### src/rtl/fwd_scoreboard.sv
// Forwarding and hazard unit for the execute stage: tracks in-flight destination
// registers after EX, selects the youngest ready producer per source, and stalls on hazards.
module fwd_scoreboard #(
    parameter int XLEN    = 32,
    parameter int NUM_SRC = 2,
    parameter int DEPTH   = 2,
    parameter int SEL_W   = $clog2(DEPTH + 1)
) (
    input  logic                       clk,
    input  logic                       rst_n,
    input  logic                       hold,
    input  logic                       ex_valid,
    input  logic                       ex_kill,
    input  logic                       ex_we,
    input  logic [4:0]                 ex_rd,
    input  logic [SEL_W-1:0]           ex_avail,
    input  logic [NUM_SRC*5-1:0]       ex_src,
    input  logic [NUM_SRC*XLEN-1:0]    rf_data,
    input  logic [DEPTH*XLEN-1:0]      stage_data,
    output logic [NUM_SRC*SEL_W-1:0]   fwd_sel,
    output logic [NUM_SRC*XLEN-1:0]    fwd_data,
    output logic                       stall,
    output logic [31:0]                stall_cnt
);

    logic [DEPTH-1:0] ent_v;
    logic [4:0]       ent_rd    [DEPTH];
    logic [SEL_W-1:0] ent_avail [DEPTH];

    logic [NUM_SRC-1:0] found;
    logic [NUM_SRC-1:0] blocked;
    logic               push;

    // Lowest-index match is the youngest producer; older matches are shadowed.
    always_comb begin
        fwd_sel  = '0;
        fwd_data = '0;
        found    = '0;
        blocked  = '0;
        for (int i = 0; i < NUM_SRC; i++) begin
            fwd_data[i*XLEN +: XLEN] = rf_data[i*XLEN +: XLEN];
            for (int k = 0; k < DEPTH; k++) begin
                if (!found[i] && ent_v[k] && (ent_rd[k] == ex_src[i*5 +: 5]) &&
                    (ex_src[i*5 +: 5] != 5'd0)) begin
                    found[i]                   = 1'b1;
                    fwd_sel[i*SEL_W +: SEL_W]  = SEL_W'(k + 1);
                    fwd_data[i*XLEN +: XLEN]   = stage_data[k*XLEN +: XLEN];
                    blocked[i]                 = (SEL_W'(k) < ent_avail[k]);
                end
            end
        end
    end

    assign stall = ex_valid & ~ex_kill & (|blocked);
    assign push  = ex_valid & ~ex_kill & ex_we & (ex_rd != 5'd0) & ~stall;

    // A stalled EX instruction is not recorded; a bubble enters entry 0 instead.
    always_ff @(posedge clk or negedge rst_n) begin
        if (!rst_n) begin
            ent_v     <= '0;
            stall_cnt <= '0;
            for (int k = 0; k < DEPTH; k++) begin
                ent_rd[k]    <= '0;
                ent_avail[k] <= '0;
            end
        end else if (!hold) begin
            for (int k = DEPTH - 1; k > 0; k--) begin
                ent_v[k]     <= ent_v[k-1];
                ent_rd[k]    <= ent_rd[k-1];
                ent_avail[k] <= ent_avail[k-1];
            end
            ent_v[0]     <= push;
            ent_rd[0]    <= ex_rd;
            ent_avail[0] <= ex_avail;
            if (stall && (stall_cnt != 32'hFFFF_FFFF)) begin
                stall_cnt <= stall_cnt + 32'd1;
            end
        end
    end

endmodule

### config.mk
export PLATFORM = sky130hd
export DESIGN_NAME = fwd_scoreboard
export DESIGN_NICKNAME = d
export VERILOG_FILES = /design/src/rtl/fwd_scoreboard.sv
export SDC_FILE = /design/constraint.sdc
export NUM_CORES = 1
export LEC_CHECK = 0
export CAP_MARGIN = 20
export CELL_PAD_IN_SITES_DETAIL_PLACEMENT = 1
export CELL_PAD_IN_SITES_GLOBAL_PLACEMENT = 2
export CORE_MARGIN = 2
export CORE_UTILIZATION = 21
export CTS_CLUSTER_SIZE = 14
export DETAILED_ROUTE_END_ITERATION = 6
export PLACE_DENSITY_LB_ADDON = 0.25
export SYNTH_ARGS = -nofsm -noshare
export SYNTH_HDL_FRONTEND = slang
export SYNTH_SLANG_ARGS = --single-unit
export TNS_END_PERCENT = 30
### constraint.sdc
create_clock -name clk -period 4.4 [get_ports clk]
set_clock_uncertainty 0.15 [all_clocks]
set_input_delay 0.88 -clock clk [delete_from_list [all_inputs] [get_ports clk]]
set_output_delay 0.88 -clock clk [all_outputs]
set_load 0.03 [all_outputs]
Word level (Yosys, flattened, before mapping)
Index checks and enable logic that the tools add are counted.
Widths: inputs -> output; s select.

storage, ports and cells
  register bits after elaboration = 48
  word-level logic and storage cells = 54
  output and inout bits = 101

cells by class
  add/sub/neg operators = 1
  equal/unequal tests = 5
  $lt $le $gt $ge = 2
  bitwise logic cells = 8
  muxes and demuxes = 14
  reductions and logical operators = 18

operator list
  kind                   count
  $mux 32                4
  $add 32x1->32 const B  1
  $ne 32x32->1 const B   1
  $eq 5x5->1             4
  $reduce_bool 5->1      3
  $logic_and 1x1->1      11
  $mux 1                 8
  $and 1x1->1            5
  $lt 1x2->1 const A     2
  $mux 2                 2
  $not 1->1              3
  $logic_not 1->1        2
  $reduce_and 2->1       1
  $reduce_or 2->1        1

Depth between registers and ports, before layout
Gate-level depths: netlist of run 1.

  depth in word-level cells = 13
  mapped depth = 8
  depth with buffers taken out = 8

Least setup slack after synthesis of run 1
OpenSTA, ideal clock, no wires.

  path type = input port to output port
  from = input port ex_src[8]
  to = output port fwd_data[54]
  data arrival time = 2.724 ns
  slack = 0.646 ns
  stages on the path = 8
  cell sequence = xnor2_1 nand2_1 or3_1 inv_1 clkbuf_1 clkbuf_1 nand2_1 o21ai_1

between the ends
  word-level cells in the longest chain between the ends = 9
  elaborated cells between the ends (all ways) = 12
  those cells by class = 2 x eq/ne; 3 x mux; 7 x reduce/logical

RTL lines
  item                             RTL line  text
  start, declared                  17        input logic [NUM_SRC*5-1:0] ex_src,
  $eq 5x5->1                       43        if (!found[i] && ent_v[k] && (ent_rd[k] == ex_src[i*5 +: 5]) &&
  $logic_and 1x1->1 (2 in series)  43
  $mux 1                           43
  $logic_not 1->1                  43
  $logic_and 1x1->1 (3 in series)  43
  $mux 32 (*)                      43
  end, declared                    21        output logic [NUM_SRC*XLEN-1:0] fwd_data,

Every way passes the cells marked *; elsewhere a longest branch is shown, timed or not.

Worst setup path in the final report of run 1
  from = input port ex_src[5]
  to = output port stall

between the ends
  word-level cells in the longest chain between the ends = 11
  elaborated cells between the ends (all ways) = 14
  those cells by class = 2 x eq/ne; 3 x mux; 1 x bitwise; 8 x reduce/logical

RTL lines
  item                             RTL line  text
  $eq 5x5->1                       43
  $logic_and 1x1->1 (2 in series)  43
  $mux 1                           43
  $logic_not 1->1                  43
  $logic_and 1x1->1 (3 in series)  43
  $mux 1 (*)                       43
  $reduce_or 2->1 (*)              54        assign stall = ex_valid & ~ex_kill & (|blocked);
  $and 1x1->1 (*)                  54
  end, declared                    22        output logic stall,

Marks and branches as above.

==> results of run 1 <==
[layout by cell type, fill, tap and decap left out, drive strengths merged, types with 3 or more instances in the layout]
cell type      instances
o21ai                 66
clkbuf                 5
mux2i                 64
xor2                  31
clkdlybuf4s50        181
buf                   84
nand3                 11
nand4                  9
xnor2                 20
nor4                  17
mux2                  15
nand2                 82
or3                    3
dfrtp                 47
nor3                  15
or4                    3
nor2                   9
inv                    8
[flip-flops by register name, indices dropped and copies added, names as in the netlist]
name and count:
ent_avail 3, ent_v 2, stall_cnt 32, ent_rd 10
[power breakdown]
group	switching, mW	internal (mW)
clock	0.177	0.215
sequential	0.0210	0.449
combinational	0.201	0.231
[through the flow]
step	util, %	power [mW]
2_1_floorplan	-	0.6583
5_1_grt	37.42	1.366
4_1_cts	37.31	1.317
6_report	37.42	1.295
3_3_place_gp	36.48	0.9088
3_5_place_dp	36.48	0.9141
[cell usage after synthesis (2+ instances only)]
library cell	number
nor4_2	15
nand4_1	9
nor2b_1	2
nand2_1	82
inv_1	6
nor4b_2	2
or4_1	3
clkbuf_1	20
xnor2_1	20
nor4_4	2
buf_1	2
and2_1	2
mux2_2	14
nor2_1	7
mux2i_1	64
or3_1	3
nor3_1	15
or3b_1	2
nand3_1	11
dfrtp_1	47
nor2_2	2
buf_6	3
xor2_1	31
o21ai_1	65
[cell families after synthesis]
group,count (synthesis)
DFF,47
xor gates and xnor gates,51
and+or+nand+nor,162
AOI/OAI and AO/OA,70
muxes,79
buffers and inverters,33
adders and majority gates,1
[cell type report]
| type | count | area, um2 |
|---|---|---|
| Clock buffer | 5 | 125.1 |
| Clock inverter | 3 | 25.02 |
| Fill cell | 2092 | 11320 |
| Inverter | 6 | 22.52 |
| Multi-Input combinational cell | 363 | 2567 |
| Sequential cell | 47 | 1176 |
| Tap cell | 229 | 286.5 |
| Timing Repair Buffer | 265 | 2565 |
[worst paths after layout]
path | end | depth (start not counted) | start | slack (ns)
min in group asynchronous | stall_cnt[25]$_DFFE_PN0P_ | 1 | rst_n | 0.39
hold reg to reg | stall_cnt[24]$_DFFE_PN0P_ | 1 | stall_cnt[24]$_DFFE_PN0P_ | 0.35
max in group asynchronous | ent_avail[2]$_DFFE_PN0N_ | 2 | rst_n | 3.18
setup reg to reg | stall_cnt[1]$_DFFE_PN0P_ | 7 | stall_cnt[15]$_DFFE_PN0P_ | 1.50
setup / recovery | stall | 9 | ex_src[5] | 0.29
hold / removal | stall_cnt[24]$_DFFE_PN0P_ | 1 | stall_cnt[24]$_DFFE_PN0P_ | 0.35
[per-layer routing]
layer	vias up	part of all wire, %
li1	2048	-
met1	2068	39
met2	144	53
met3	12	6.6
met4	0	1.1
met5	-	0
==> results_dict.tcl, run 1 <==
set metrics [dict create \
    grt.met2_usage_pct 32.48 \
    synth_top_family_by_area "simple AND/OR/NAND/NOR gates" \
    synth_seq_cells 47 \
    cts_max_path_buffers 2 \
    grt_pass1_vias 4625 \
    synth_compound_area_share_pct 9.798 \
    cts_buffers 5 \
    io_pins 252 \
    cp-end-kind "output pin" \
    fin_nets 840 \
    yosysTopAreaCellShare_pct 30.20 \
    critPathBufInv 3 \
    first_pass_iters 4 \
    fin_hold_ws_ns 0.3458 \
    max_freq_mhz 243.4 \
    rsz0062_at_grt "no" \
    critical_path.cell_chain "clkdlybuf4s50_1, or4_1, nor2_2, nor4_4, buf_12, a22o_2, a21oi_4, nor2b_1, buf_12" \
    grt_max_degree 48 \
    grt_usage_pct 17.12 \
    start_util_pct 21.54 \
    use_met3_pct 4.103 \
    diodes 0 \
    yosys_most_used_dff "dfrtp_1" \
    ant_nets 0 \
    relSlewSlack_pct 66.51 \
    finalSetupTns_ns 0 \
    cts.sinks 47 \
    postCtsSetupRepairBufs 0 \
    die_h_um 140.2 \
    yosysWarnings 0 \
    dp_hpwl_um 13920 \
    num_vias 4272 \
    gp_congestion 0.8843 \
    synthTopCellsByArea "dfrtp_1, mux2i_1, o21ai_1, nand2_1, xor2_1" \
    clk_pin_slew_ns 0.07 \
    design_area_um2 6768 \
    post-place-ws_ns 0.2801 \
    core_area_um2 18090 \
    dp.cells 909 \
    fin_crit_sh_pct 93.36 \
    worst_path_max_delay_cell "or4_1" \
    die_area_um2 19650 \
    placed_area_um2 6598 \
    cp-start-kind "primary input" \
    final_hold_viol_count 0 \
    hold_buffers 0 \
    worstPathMaxFanout 34 \
    cts_max_level 2 \
    vias_per_cell 4.654 \
    synthArstFlopShare_pct 100.0 \
    synthXorXnorAreaFrac_pct 11.47 \
    clkLatencyLatePin_ns 0.29 \
    busiest_layer "met2" \
    leakagePower_nw 2.538 \
    syn_nets 595 \
    worst_slack_ns 0.2921 \
    cts_resized 0 \
    totalWireLength_um 17290 \
    criticalPathCategory "in -> out" \
    grt_pass1_wl_um 26920 \
    p_per_area_nw_per_um2 191.3 \
    cpLargestDelayFamily "simple AND/OR/NAND/NOR gates" \
    antenna_found_initial 0 \
    cts_tree "built" \
    grt_overflow_total 0 \
    synthSimpleGateAreaFrac_pct 23.55 \
    synthAdderAreaFrac_pct 0.3212 \
    die_w_um 140.2 \
    use_met1_pct 19.76 \
    syn_area_um2 3895 \
    status "finished clean" \
    area_growth_pct 73.76 \
    yosys.area.top_type "dfrtp_1" \
    hold_class "reg -> reg" \
    io_buffer_count 251 \
    crit_top_cell "buf_12" \
    fp-row-count 49 \
    syn_inst 443 \
    setup_viol 0 \
    drt-initial-drc-count 69 \
    syn_avg_cell_area_um2 8.792 \
    finalCriticalPeriod_ns 4.108 \
    max_cap_viol_count 0 \
    drt-wirelength-per-cell_um 18.83 \
    synth_cell_types 38 \
    synthMuxAreaShare_pct 20.78 \
    cts_root_buffer "clkbuf_16" \
    arrival_ns 3.08 \
    tightestPinTransition_ns 0.5012 \
    synth-edff-count 0 \
    drc 0 \
    ir_drop_v 0.0001701 \
    final_cells 918 \
    ys_seq_area_share_pct 30.20 \
    final_max_slew_viol_count 0 \
    cpPeakStageDelay_ns 0.56 \
    drive_gt1_share_pct 19.16 \
    required_ns 3.37 \
]
No activity file was read; power rests on OpenSTA's default activity.
==> run 2, diff against run 1 <==
--- a/config.mk
+++ b/config.mk
@@ -12,7 +12,9 @@
 export CORE_UTILIZATION = 21
 export CTS_CLUSTER_SIZE = 14
 export DETAILED_ROUTE_END_ITERATION = 6
+export GPL_TIMING_DRIVEN = 0
 export PLACE_DENSITY_LB_ADDON = 0.25
+export SLEW_MARGIN = 20
 export SYNTH_ARGS = -nofsm -noshare
 export SYNTH_HDL_FRONTEND = slang
 export SYNTH_SLANG_ARGS = --single-unit
==> results_dict.tcl, run 2 (synthesis results as in run 1) <==
set metrics [dict create \
    fin_hold_ws_ns 0.3439 \
    setup_viol 0 \
    fin_util_pct 38.06 \
    netSwitchingFraction_pct 29.34 \
    grt_pass1_vias 4785 \
    rsz0062_at_grt "yes" \
    drt-initial-drc-count 92 \
    mostFrequentLayoutCells "clkdlybuf4s50_1, nand2_1, o21ai_1, mux2i_1, dfrtp_1" \
    die_area_um2 19650 \
    placed_area_um2 6709 \
    die_h_um 140.2 \
    leakagePower_nw 2.620 \
    clkLatencyLatePin_ns 0.28 \
    gp_congestion 0.8783 \
    cpPeakStageDelay_ns 0.61 \
    die_w_um 140.2 \
    p_per_area_nw_per_um2 193.0 \
    worst_path_max_delay_cell "or4_1" \
    power.share.combinational_pct 32.0 \
    ir_drop_v 0.0001802 \
    status "finished clean" \
    hold_class "reg -> reg" \
    drive_gt1_share_pct 20.25 \
    criticalPathCategory "in -> out" \
    dp_hpwl_um 15700 \
    totalWireLength_um 19190 \
    design_area_um2 6883 \
    power.internal_mw 0.9388 \
    fin_nets 857 \
    relSlewSlack_pct 50.90 \
    cts.sinks 47 \
    drt-wirelength-per-cell_um 20.48 \
    cts_max_path_buffers 2 \
    final_max_slew_viol_count 0 \
    core_area_um2 18090 \
    area_growth_pct 76.71 \
    max_cap_viol_count 0 \
    worstHoldStart "stall_cnt[22]$_DFFE_PN0P_" \
    cp-start-kind "primary input" \
    io_pins 252 \
    fp-row-count 49 \
    grt_pass1_wl_um 28970 \
    arrival_ns 3.34 \
    worstReg2RegStart "stall_cnt[6]$_DFFE_PN0P_" \
    reg_top3 "stall_cnt (32), ent_rd (10), ent_avail (3)" \
    setup.worst_path.start "ex_src[0]" \
    switchingPower_mw 0.3898 \
    max_freq_mhz 229.0 \
    grt_usage_pct 18.87 \
    regMostFlops "stall_cnt" \
    grt_overflow_total 0 \
    vias_per_cell 4.656 \
    final_hold_viol_count 0 \
    cts_root_buffer "clkbuf_16" \
    first_pass_iters 4 \
    drc 0 \
    largest_reg_flops 32 \
    cpLargestDelayFamily "buffers and inverters" \
    cts_buffers 5 \
    critical_path.cell_chain "clkdlybuf4s50_1, or4_1, nor2_4, nor4_4, buf_4, a22o_2, a21oi_4, buf_6, nor2b_1, clkdlybuf4s15_2" \
    required_ns 3.37 \
    fin_crit_sh_pct 99.25 \
    cts_tree "built" \
    hold_buffers 0 \
    antenna_found_initial 2 \
    cp-end-kind "output pin" \
    clk_pin_slew_ns 0.06 \
    num_vias 4363 \
    grt_max_degree 30 \
    clockPowerShare_pct 32.6 \
    finalCriticalPeriod_ns 4.367 \
    start_util_pct 21.54 \
    worstPathMaxFanout 10 \
    critPathBufInv 4 \
    io_buffer_count 251 \
    final_common_cell "clkdlybuf4s50_1" \
    totalPowerFinal_mw 1.329 \
    tightestPinTransition_ns 0.7308 \
    ant_nets 0 \
    cts_max_level 2 \
    sequentialPowerShare_pct 35.4 \
]
==> run 2: worst paths after layout <==
kind,end,slack [ns],depth (start not counted)
max in group asynchronous,ent_avail[1]$_DFFE_PN0N_,3.19,2
worst min-delay path,stall_cnt[22]$_DFFE_PN0P_,0.34,1
worst max-delay path,stall,0.03,10
worst min register to register,stall_cnt[22]$_DFFE_PN0P_,0.34,1
min in group asynchronous,stall_cnt[24]$_DFFE_PN0P_,0.39,1
worst max register to register,stall_cnt[1]$_DFFE_PN0P_,1.42,7
==> run 2: final cells by class <==
type                            instances  area [um2]
Antenna cell                            2       5.005
Buffer                                 27       195.2
Clock buffer                            5       125.1
Clock inverter                          3       43.79
Fill cell                            2113       11200
Inverter                                6       22.52
Multi-Input combinational cell        363        2599
Sequential cell                        47        1176
Tap cell                              229       286.5
Timing Repair Buffer                  255        2430
==> run 2: worst reg2reg max path, cell delays in order, from the launching register on <==
cell and delay (ns):
dfrtp_1 0.46, nand4_1 0.24, nor3_1 0.67, nand3_1 0.24
o21ai_4 0.44, nor2_1 0.16, nand2b_1 0.17, mux2_1 0.33
==> run 2: power by group through the flow <==
| stage | clock network, mW | registers [mW] | logic, mW |
|---|---|---|---|
| floorplan | 0 | 0.475 | 0.183 |
| global placement | 0 | 0.478 | 0.438 |
| detailed placement | 0 | 0.479 | 0.447 |
| CTS | 0.447 | 0.471 | 0.434 |
| global route | 0.468 | 0.474 | 0.453 |
| finish | 0.434 | 0.470 | 0.425 |
==> run 2: repair_timing <==
action,in CTS,in global routing
resized for setup,195,68
buffers inserted,2,1
pin swaps,2,1
setup endpoints to repair,69,66
==> run 2: routing by layer <==
| layer | share of wire (%) | global-route usage (%) |
|---|---|---|
| met4 | 1.4 | 3.775 |
| met2 | 52 | 34.86 |
| met1 | 42 | 22.73 |
| met3 | 5.1 | 3.692 |
| met5 | 0 | 0 |
==> run 2: per-stage QoR <==
stage | setup slack [ns] | setup TNS (ns) | instances
floorplan | 0.6458 | 0 | 443
global placement | -0.8412 | -43.49 | 923
detailed placement | -0.8234 | -45.17 | 924
CTS | -0.2121 | -0.2896 | 934
global route | -0.1092 | -0.1092 | 937
finish | 0.03318 | 0 | 937
